## src/rtl/load_store_unit_pkg.sv

```systemverilog
`default_nettype none
// ============================================================================
// Module      : load_store_unit_pkg
// Description : Shared core/memory definitions used by the load/store unit.
//               Provides the datapath width, memory-control width, byte
//               length, the b_h_w size encodings and the LSU FSM encoding.
// Revision    : 1.0 - initial release
// ============================================================================
package load_store_unit_pkg;

    // Core datapath width (address and data registers).
    localparam int REGISTER_WIDTH = 32;

    // Memory control word is {is_unsign, b_h_w[1:0]}.
    localparam int MEM_CTRL_WIDTH = 3;

    // Bits per addressable byte.
    localparam int BYTE_LENGTH    = 8;

    // b_h_w access-size encodings. Any code other than byte/half is a word.
    localparam logic [1:0] BHW_BYTE = 2'b00;
    localparam logic [1:0] BHW_HALF = 2'b01;
    localparam logic [1:0] BHW_WORD = 2'b10;

    // Load/store unit FSM encoding.
    typedef enum logic [1:0] {
        LSU_IDLE   = 2'd0,
        LSU_ACCESS = 2'd1,
        LSU_WAIT   = 2'd2,
        LSU_RESP   = 2'd3
    } lsu_state_t;

endpackage : load_store_unit_pkg
`default_nettype wire

```

## src/rtl/load_store_unit.sv

```systemverilog
`default_nettype none
// ============================================================================
// Module      : load_store_unit
// Description : Single-outstanding load/store unit bridging the pipeline
//               request/response handshake to memory port B.
//               IDLE   - req_ready high, request captured on req_valid.
//               ACCESS - one-cycle memory strobe (mem_enable).
//               WAIT   - loads only: wait for mem_done or time out.
//               RESP   - response held until resp_ready.
//               Out-of-range requests skip memory and answer with an error.
//               A flush kills the outstanding request; an access already
//               issued to memory still completes but produces no response.
// Ports       :
//   clk, rst_n                       clock, async active-low reset
//   req_valid/req_ready              request handshake
//   req_write, req_ctrl, req_addr,
//   req_wdata, req_rd                request fields (req_rd = load dest tag)
//   resp_valid/resp_ready            response handshake
//   resp_rdata, resp_rd,
//   resp_write, resp_error           response fields
//   flush                            kill any request not yet answered
//   mem_enable, mem_write_en,
//   mem_ctrl, mem_addr, mem_wdata    memory port-B request
//   mem_rdata, mem_done, mem_error   memory port-B response
// Revision    : 1.0 - initial release
// ============================================================================
module load_store_unit
    import load_store_unit_pkg::*;
#(
    parameter int ADDR_BITS = 8,
    parameter int TIMEOUT   = 15
) (
    input  logic                      clk,
    input  logic                      rst_n,

    // Pipeline request
    input  logic                      req_valid,
    output logic                      req_ready,
    input  logic                      req_write,
    input  logic [MEM_CTRL_WIDTH-1:0] req_ctrl,
    input  logic [REGISTER_WIDTH-1:0] req_addr,
    input  logic [REGISTER_WIDTH-1:0] req_wdata,
    input  logic [4:0]                req_rd,

    // Pipeline response
    output logic                      resp_valid,
    input  logic                      resp_ready,
    output logic [REGISTER_WIDTH-1:0] resp_rdata,
    output logic [4:0]                resp_rd,
    output logic                      resp_write,
    output logic                      resp_error,

    // Pipeline flush
    input  logic                      flush,

    // Memory port-B request
    output logic                      mem_enable,
    output logic                      mem_write_en,
    output logic [MEM_CTRL_WIDTH-1:0] mem_ctrl,
    output logic [REGISTER_WIDTH-1:0] mem_addr,
    output logic [REGISTER_WIDTH-1:0] mem_wdata,

    // Memory port-B response
    input  logic [REGISTER_WIDTH-1:0] mem_rdata,
    input  logic                      mem_done,
    input  logic                      mem_error
);

    // Counter wide enough to hold TIMEOUT.
    localparam int CNT_W = (TIMEOUT < 2) ? 1 : $clog2(TIMEOUT + 1);

    // ------------------------------------------------------------------------
    // State and registered request fields
    // ------------------------------------------------------------------------
    lsu_state_t                  r_state;
    logic                        r_req_ready;
    logic                        r_kill;
    logic [CNT_W-1:0]            r_wait_cnt;

    logic                        r_write;
    logic [MEM_CTRL_WIDTH-1:0]   r_ctrl;
    logic [REGISTER_WIDTH-1:0]   r_addr;
    logic [REGISTER_WIDTH-1:0]   r_wdata;
    logic [4:0]                  r_rd;

    logic                        r_mem_enable;
    logic                        r_mem_write_en;

    logic                        r_resp_valid;
    logic [REGISTER_WIDTH-1:0]   r_resp_rdata;
    logic [4:0]                  r_resp_rd;
    logic                        r_resp_write;
    logic                        r_resp_error;

    // ------------------------------------------------------------------------
    // Size decode and range check on the incoming request
    // ------------------------------------------------------------------------
    logic [1:0]                  w_size_m1;   // access size minus one
    logic [ADDR_BITS:0]          w_last_byte; // one extra bit catches overflow
    logic                        w_hi_err;
    logic                        w_range_err;
    logic                        w_accept;
    logic                        w_kill;
    logic                        w_timeout;

    always_comb begin
        w_size_m1 = 2'd3;
        case (req_ctrl[1:0])
            BHW_BYTE: w_size_m1 = 2'd0;
            BHW_HALF: w_size_m1 = 2'd1;
            default:  w_size_m1 = 2'd3;
        endcase
    end

    // Highest byte touched; any carry into bit ADDR_BITS means the access
    // runs past the top of memory.
    assign w_last_byte = {1'b0, req_addr[ADDR_BITS-1:0]}
                       + (ADDR_BITS + 1)'(w_size_m1);

    generate
        if (ADDR_BITS < REGISTER_WIDTH) begin : g_hi_chk
            assign w_hi_err = |req_addr[REGISTER_WIDTH-1:ADDR_BITS];
        end else begin : g_no_hi_chk
            assign w_hi_err = 1'b0;
        end
    endgenerate

    assign w_range_err = w_hi_err | w_last_byte[ADDR_BITS];

    // Flush in IDLE blocks acceptance for that cycle.
    assign w_accept  = (r_state == LSU_IDLE) && r_req_ready && req_valid && !flush;

    // Kill takes effect in the same cycle the flush arrives.
    assign w_kill    = r_kill | flush;

    assign w_timeout = (r_wait_cnt == CNT_W'(TIMEOUT - 1));

    // ------------------------------------------------------------------------
    // FSM with registered outputs
    // ------------------------------------------------------------------------
    always_ff @(posedge clk or negedge rst_n) begin
        if (!rst_n) begin
            r_state        <= LSU_IDLE;
            r_req_ready    <= 1'b0;
            r_kill         <= 1'b0;
            r_wait_cnt     <= '0;
            r_write        <= 1'b0;
            r_ctrl         <= '0;
            r_addr         <= '0;
            r_wdata        <= '0;
            r_rd           <= '0;
            r_mem_enable   <= 1'b0;
            r_mem_write_en <= 1'b0;
            r_resp_valid   <= 1'b0;
            r_resp_rdata   <= '0;
            r_resp_rd      <= '0;
            r_resp_write   <= 1'b0;
            r_resp_error   <= 1'b0;
        end else begin
            case (r_state)
                LSU_IDLE: begin
                    if (w_accept) begin
                        r_write     <= req_write;
                        r_ctrl      <= req_ctrl;
                        r_addr      <= req_addr;
                        r_wdata     <= req_wdata;
                        r_rd        <= req_rd;
                        r_kill      <= 1'b0;
                        r_req_ready <= 1'b0;
                        if (w_range_err) begin
                            // Answer immediately; memory is never strobed.
                            r_state      <= LSU_RESP;
                            r_resp_valid <= 1'b1;
                            r_resp_error <= 1'b1;
                            r_resp_rdata <= '0;
                            r_resp_rd    <= req_rd;
                            r_resp_write <= req_write;
                        end else begin
                            r_state        <= LSU_ACCESS;
                            r_mem_enable   <= 1'b1;
                            r_mem_write_en <= req_write;
                        end
                    end else begin
                        r_req_ready <= 1'b1;
                    end
                end

                LSU_ACCESS: begin
                    r_mem_enable   <= 1'b0;
                    r_mem_write_en <= 1'b0;
                    if (r_write) begin
                        // Stores complete in the strobe cycle.
                        if (w_kill) begin
                            r_state     <= LSU_IDLE;
                            r_req_ready <= 1'b1;
                            r_kill      <= 1'b0;
                        end else begin
                            r_state      <= LSU_RESP;
                            r_resp_valid <= 1'b1;
                            r_resp_error <= 1'b0;
                            r_resp_rdata <= '0;
                            r_resp_rd    <= r_rd;
                            r_resp_write <= 1'b1;
                        end
                    end else begin
                        r_state    <= LSU_WAIT;
                        r_wait_cnt <= '0;
                        r_kill     <= w_kill;
                    end
                end

                LSU_WAIT: begin
                    r_kill <= w_kill;
                    if (mem_done || w_timeout) begin
                        r_wait_cnt <= '0;
                        if (w_kill) begin
                            r_state     <= LSU_IDLE;
                            r_req_ready <= 1'b1;
                            r_kill      <= 1'b0;
                        end else begin
                            r_state      <= LSU_RESP;
                            r_resp_valid <= 1'b1;
                            r_resp_rd    <= r_rd;
                            r_resp_write <= 1'b0;
                            if (mem_done) begin
                                r_resp_rdata <= mem_rdata;
                                r_resp_error <= mem_error;
                            end else begin
                                r_resp_rdata <= '0;
                                r_resp_error <= 1'b1;
                            end
                        end
                    end else begin
                        r_wait_cnt <= r_wait_cnt + CNT_W'(1);
                    end
                end

                LSU_RESP: begin
                    // A flush drops the response just like a handshake would.
                    if (flush || resp_ready) begin
                        r_state      <= LSU_IDLE;
                        r_resp_valid <= 1'b0;
                        r_req_ready  <= 1'b1;
                        r_kill       <= 1'b0;
                    end
                end

                default: begin
                    r_state        <= LSU_IDLE;
                    r_req_ready    <= 1'b1;
                    r_mem_enable   <= 1'b0;
                    r_mem_write_en <= 1'b0;
                    r_resp_valid   <= 1'b0;
                    r_kill         <= 1'b0;
                end
            endcase
        end
    end

    // ------------------------------------------------------------------------
    // Outputs
    // ------------------------------------------------------------------------
    assign req_ready    = r_req_ready;

    assign resp_valid   = r_resp_valid;
    assign resp_rdata   = r_resp_rdata;
    assign resp_rd      = r_resp_rd;
    assign resp_write   = r_resp_write;
    assign resp_error   = r_resp_error;

    // ctrl/addr/wdata come straight from the captured request, so they stay
    // held through WAIT without extra storage.
    assign mem_enable   = r_mem_enable;
    assign mem_write_en = r_mem_write_en;
    assign mem_ctrl     = r_ctrl;
    assign mem_addr     = r_addr;
    assign mem_wdata    = r_wdata;

endmodule : load_store_unit
`default_nettype wire

```

## config.mk

```make
export PLATFORM = sky130hd
export DESIGN_NAME = load_store_unit
export DESIGN_NICKNAME = d
export VERILOG_FILES = /design/src/rtl/load_store_unit_pkg.sv /design/src/rtl/load_store_unit.sv
export SDC_FILE = /design/constraint.sdc
export NUM_CORES = 1
export LEC_CHECK = 0
export ABC_AREA = 1
export CAP_MARGIN = 30
export CORE_MARGIN = 2
export CORE_UTILIZATION = 34
export CTS_CLUSTER_SIZE = 16
export DETAILED_ROUTE_END_ITERATION = 10
export PLACE_DENSITY_LB_ADDON = 0.1
export SETUP_SLACK_MARGIN = 0.02
export SYNTH_ARGS = -nofsm -noshare
export SYNTH_HDL_FRONTEND = slang
export SYNTH_SLANG_ARGS = --single-unit
```

## constraint.sdc

```tcl
create_clock -name clk -period 4 [get_ports clk]
set_input_delay 0.4 -clock clk [delete_from_list [all_inputs] [get_ports clk]]
set_output_delay 0.4 -clock clk [all_outputs]
set_load 0.02 [all_outputs]
```

==> impl_metrics.tcl <==
set metrics [dict create \
    portBuffers 221 \
    slew_violations 0 \
    cts.sinks 123 \
    seq_area_frac_synth_pct 56.0 \
    globalplace.congestion 0.804 \
    setup_tns_ns 0 \
    r2r_end "resp_rdata[10]$_DFFE_PN0P_" \
    fin_crit_sh_pct 63.5 \
    setup-violations-final 0 \
    arrival_ns 2.83 \
    clock_latency_ns 0.41 \
    min_period_ns 2.54 \
    end_kind "flop" \
    fmax_mhz 393 \
    crit_path_end "resp_rdata[10]$_DFFE_PN0P_" \
    cpMaxStageDelayCell "nand3_4" \
    status "complete, no violations" \
    hpwl_um 10700 \
    wl_per_cell_um 14.7 \
    num_antenna_cells 0 \
    drt_iter0_drc 248 \
    crit_top_cell "nand2_1" \
    grt_pass1_wl_um 24600 \
    syn_to_final_growth_pct 55.4 \
    setup.worst_path.class "flop to flop" \
    grt_setup_unrepaired "false" \
    final_antenna_net_count 0 \
    post_cts_buffers 0 \
    rows 46 \
    clockBufferDepth 2 \
    nNetsFinal 893 \
    wl_um 14700 \
    synth-seq-cells 123 \
    synth_cell_type_count 23 \
    reg2reg_depth 11 \
    power_frac_clock_pct 20.9 \
    p_leak_nw 4.01 \
    timing.slew.headroom_pct 50.6 \
    ys_warn_count 0 \
    core_mm2 0.0158 \
    cp.required_ns 4.29 \
    combPwrFrac_pct 48.8 \
    grt_max_degree 76 \
    placed_cell_area_mm2 0.00792 \
    cts_resized 0 \
    p_sw_share_pct 37.9 \
    cp_max_fo 34 \
    vias 4596 \
    cts.root.buffer_cell "clkbuf_16" \
    skew_ns 0.00516 \
    vdd.ir_drop.worst_uv 325 \
    tightest_slew_ns 0.741 \
    worstHoldStart "resp_rdata[9]$_DFFE_PN0P_" \
    firstDrtPassIters 4 \
    fin_util_pct 53.9 \
    internal_power_w 0.00448 \
    clkTransAtPathRegs_ns 0.05 \
    worstSetupStartpointType "flop" \
    fp.dieArea_mm2 0.0172 \
    grt_usage_pct 17.8 \
    initial_utilization_pct 34.7 \
    ioPinCount 222 \
    p_per_area_mw_per_mm2 845 \
    syn_area_per_cell_um2 9.92 \
    cts_hold_buf 0 \
    rrSetupSlack_ns 1.46 \
    hold_path_class "flop to flop" \
    grt_pass1_vias 4846 \
    syn_inst 554 \
    startpoint "r_state[0]$_DFFE_PN0P_" \
    final_layout_size_suffix_gt1_share_pct 14.2 \
    syn_nets 673 \
    crit_chain "inv_1, ha_1, nand2_1, inv_2, nand2_4, nand2_2, nand2_2, nor2_4, nand3_4, nand2_1, nand2_1" \
    gr-total-overflow 0 \
    cts-buffers-inserted 17 \
    fp.dieW_um 131 \
    final_cell_area_mm2 0.00854 \
    seqPwrFrac_pct 30.2 \
    hold_viol_final 0 \
    cap_violations 0 \
    cts_tree "built" \
    htree_levels 4 \
    antenna_found_initial 0 \
    viasPerCell 4.59 \
    drc 0 \
    regToRegStartpoint "r_state[0]$_DFFE_PN0P_" \
    die_height_um 131 \
    p_sw_w 0.00274 \
    worst_path_largest_cell_delay_ns 0.41 \
    synth_area_mm2 0.00549 \
]
-- worst max-delay path, delay by kind of cell, from the launching register on --
family	cells	cell delay, ns
flops	1	0.40
buf+inv	2	0.18
fa+ha+maj	1	0.32
simple gates	8	1.51
-- power groups by stage --
| stage | combinational (W) | sequential, W | clock, W |
|---|---|---|---|
| 2_1_floorplan | 0.00129 | 0.00286 | 0 |
| 3_3_place_gp | 0.00349 | 0.00218 | 0 |
| 3_5_place_dp | 0.00356 | 0.00220 | 0 |
| 4_1_cts | 0.00357 | 0.00219 | 0.00155 |
| 5_1_grt | 0.00380 | 0.00227 | 0.00160 |
| 6_report | 0.00352 | 0.00218 | 0.00151 |
-- per-layer routing --
| metal | up-vias | track usage [%] | share of wire (%) | routed length [um] |
|---|---|---|---|---|
| li1 | 2248 | - | - | - |
| met1 | 2187 | 21.6 | 43 | 6320 |
| met2 | 139 | 30.4 | 50 | 7320 |
| met3 | 22 | 4.55 | 5.1 | 749 |
| met4 | 0 | 6.82 | 2.0 | 296 |
| met5 | - | 0 | 0 | 0 |
-- registers in the layout, summed over array words and instances (netlist names) --
| signal | cells |
|---|---|
| r_rd | 5 |
| resp_rd | 5 |
| mem_enable | 1 |
| mem_write_en | 1 |
| resp_error | 1 |
| r_state | 2 |
| mem_wdata | 32 |
| r_wait_cnt | 4 |
| resp_valid | 1 |
| mem_addr | 32 |
| resp_rdata | 32 |
| resp_write | 1 |
| r_write | 1 |
| req_ready | 1 |
| mem_ctrl | 3 |
| r_kill | 1 |
-- Yosys cell counts (all sizes together) --
library cell / n / area share (%)
buf: 16 / 1.7
mux2: 67 / 14
o211ai: 1 / 0.14
inv: 56 / 3.8
o21ai: 20 / 1.8
a31oi: 1 / 0.11
a21oi: 5 / 0.46
ha: 7 / 1.6
nand2: 131 / 9.1
nand3: 9 / 1.4
nor2: 63 / 4.4
nand4: 41 / 4.7
dfrtp: 123 / 56
or2: 1 / 0.11
clkbuf: 12 / 0.82
o22ai: 1 / 0.11
-- cells in the final DEF, fill, tap and decap left out, types with 4 or more instances in the layout --
cell type	instances
o21ai_0	19
mux2_2	67
dfrtp_1	123
nand3_1	6
clkbuf_8	5
ha_1	7
a21oi_1	5
nand4_1	41
clkinv_2	4
clkdlybuf4s50_1	220
buf_4	5
nand2_1	128
nor2_1	62
clkbuf_16	17
inv_1	55
-- final cells by class --
| type | instances | area [um2] |
|---|---|---|
| clock buffer | 24 | 502 |
| clock inverter | 7 | 87.6 |
| fill | 1419 | 7290 |
| inverter | 56 | 210 |
| multi-input combinational | 347 | 2070 |
| sequential | 123 | 3080 |
| tap | 216 | 270 |
| timing repair buffer | 229 | 2320 |
-- logic make-up after synthesis --
kind of cell | Yosys count | share of synthesized area (%)
compound gates | 28 | 2.64
fa+ha+maj | 7 | 1.59
buf+inv | 84 | 6.33
flops | 123 | 56.0
mux | 67 | 13.7
simple gates | 245 | 19.7
-- metrics by stage --
step                      cells  total power (W)  hold slack, ns  worst slack [ns]
after CTS                  1000          0.00731           0.182              1.42
after floorplan             554          0.00415           0.104              2.30
after global placement      968          0.00567           0.453              1.30
after detailed placement    969          0.00576           0.459              1.24
after global routing       1002          0.00768           0.492              1.09
final                      1002          0.00722           0.468              1.46
-- how the worst min path moves through the flow --
stage	end	slack, ns	cells past startpoint
after floorplan	mem_addr[0]$_DFFE_PN0P_	0.10	0
after global placement	resp_rdata[12]$_DFFE_PN0P_	0.45	2
after detailed placement	resp_rdata[2]$_DFFE_PN0P_	0.46	2
after CTS	mem_wdata[15]$_DFFE_PN0P_	0.18	1
after global routing	mem_enable$_DFFE_PN0P_	0.49	2
final	resp_rdata[9]$_DFFE_PN0P_	0.47	2
Power figures use the tool's default switching activity.
==> RTL edit: new RTL, same flow settings <==
Change the package constant `MEM_CTRL_WIDTH` from 3 to 6.
--- a/src/rtl/load_store_unit_pkg.sv
+++ b/src/rtl/load_store_unit_pkg.sv
@@ -12,7 +12,7 @@
     localparam int REGISTER_WIDTH = 32;
 
     // Memory control word is {is_unsign, b_h_w[1:0]}.
-    localparam int MEM_CTRL_WIDTH = 3;
+    localparam int MEM_CTRL_WIDTH = 6;
 
     // Bits per addressable byte.
     localparam int BYTE_LENGTH    = 8;
Ports: changed (resized mem_ctrl and req_ctrl); port bits go from 222 to 228. No check against the original RTL was run, so the function may have changed too.
==> RTL edit against the original RTL <==
Total power grew 1.0%. First-iteration DRC count is 25% lower. Final area rose by 1.7%. Setup slack better by 0.078 ns. Synthesized cell count grew 0.72%. Area after synthesis increased by 2.7%. Sequential cell count up 3. Routed wire length rose by 1.5%. Via count increased by 1.7%. Highest routed layer unchanged.
==> RTL edit: results (changes against the original RTL) <==
Synthesis
  – Synth Area in Compound Gates: 2.82% (+0.17 points)
  – Syn_nets: 680 (+1.0%)
  – Synth unique cells: 27 (+17%)
  – Top cell types by occurrence after synthesis: dfrtp_1 (126), nand2_1 (125), mux2_2 (70)
  – Portion of netlist area occupied by mux cells: 14.0% (+0.24 points)
  – Area contributors post-synth: dfrtp_1 (56%), mux2_2 (14%), nand2_1 (8.3%)
  – Number of cells produced by synthesis: 558 (+0.72%)
  – Adder-Cell Fraction of Synth Area: 1.55% (-0.042 points)

Pwr
  – Fraction of power consumed by sequential logic: 31.0% (+0.8 points)
  – P_sw: 2.82 mW (+2.9%)
  – Leakage: 4.05 nW (+0.97%)

Finish
  – Clock-cell share: 6.47% (-0.44 points)
  – Bufs w/o clock: 234 (+2.2%)
  – Layout cells sized above 1: 14.9% (+0.61 points)
  – Count of inverters not on the clock network in the layout: 55 (-1.8%)
  – Total area of sequential cells: 3150 sq um (+2.4%)

Place
  – Post-Place Cell Area: 8100 sq um (+2.3%)
  – Pre-CTS WS: 1.24 ns (-0.00614 ns)
  – Post-placement cell count: 981 (+1.2%)
  – Count of buffers inserted at the top-level ports: 227 (+2.7%)

Detailed routing
  – Length of routed met2 wiring: 6880 um (-6.0%)
  – Met3 wire length: 1490 um (+98%)
  – Final Routed Wirelength: 14900 um (+1.5%)

GRT
  – Total routing usage reported by global routing: 17.6% (-0.14 points)
  – Met3 track demand over resource: 8.05% (+3.5 points)
  – Wire length of the first global-routing pass: 24800 um (+0.84%)
  – Maximum number of pins on one net before global-route repair: 85 (+12%)

Status
  – Outcome: finished clean

Timing
  – Hold Slack: 0.0674 ns (-0.401 ns)
  – Max-slew headroom: 46.1% (-4.6 points)

Critical path
  – Beginning of the worst register-to-register path: r_state[1]$_DFFE_PN0P_
  – Depth of the worst register-to-register path: 9 (-2)

Hold path
  – Worst hold path type: in2async
## RTL edit: worst max path at each step
stage                                       to  cells past startpoint  slack (ns)                    from
floorplan              mem_addr[0]$_DFFE_PN0P_                      7        2.30  r_state[0]$_DFFE_PN0P_
global route        resp_rdata[12]$_DFFE_PN0P_                      9        1.30  r_state[0]$_DFFE_PN0P_
global placement        resp_write$_DFFE_PN0P_                     10        1.29             req_ctrl[1]
detailed placement  resp_rdata[19]$_DFFE_PN0P_                     10        1.24             req_ctrl[1]
finish                  resp_write$_DFFE_PN0P_                      9        1.54  r_state[1]$_DFFE_PN0P_
CTS                 resp_rdata[19]$_DFFE_PN0P_                      9        1.50  r_state[0]$_DFFE_PN0P_
## RTL edit: worst max-delay path, cell delays in order, from the launching register on
cell and delay [ns]:
dfrtp_1 0.42, inv_1 0.10, ha_1 0.36, nand4_4 0.14, nand2_1 0.11, nand2_1 0.09
nor2_4 0.45, nand3_4 0.44, nand2_1 0.17, nand2_1 0.07
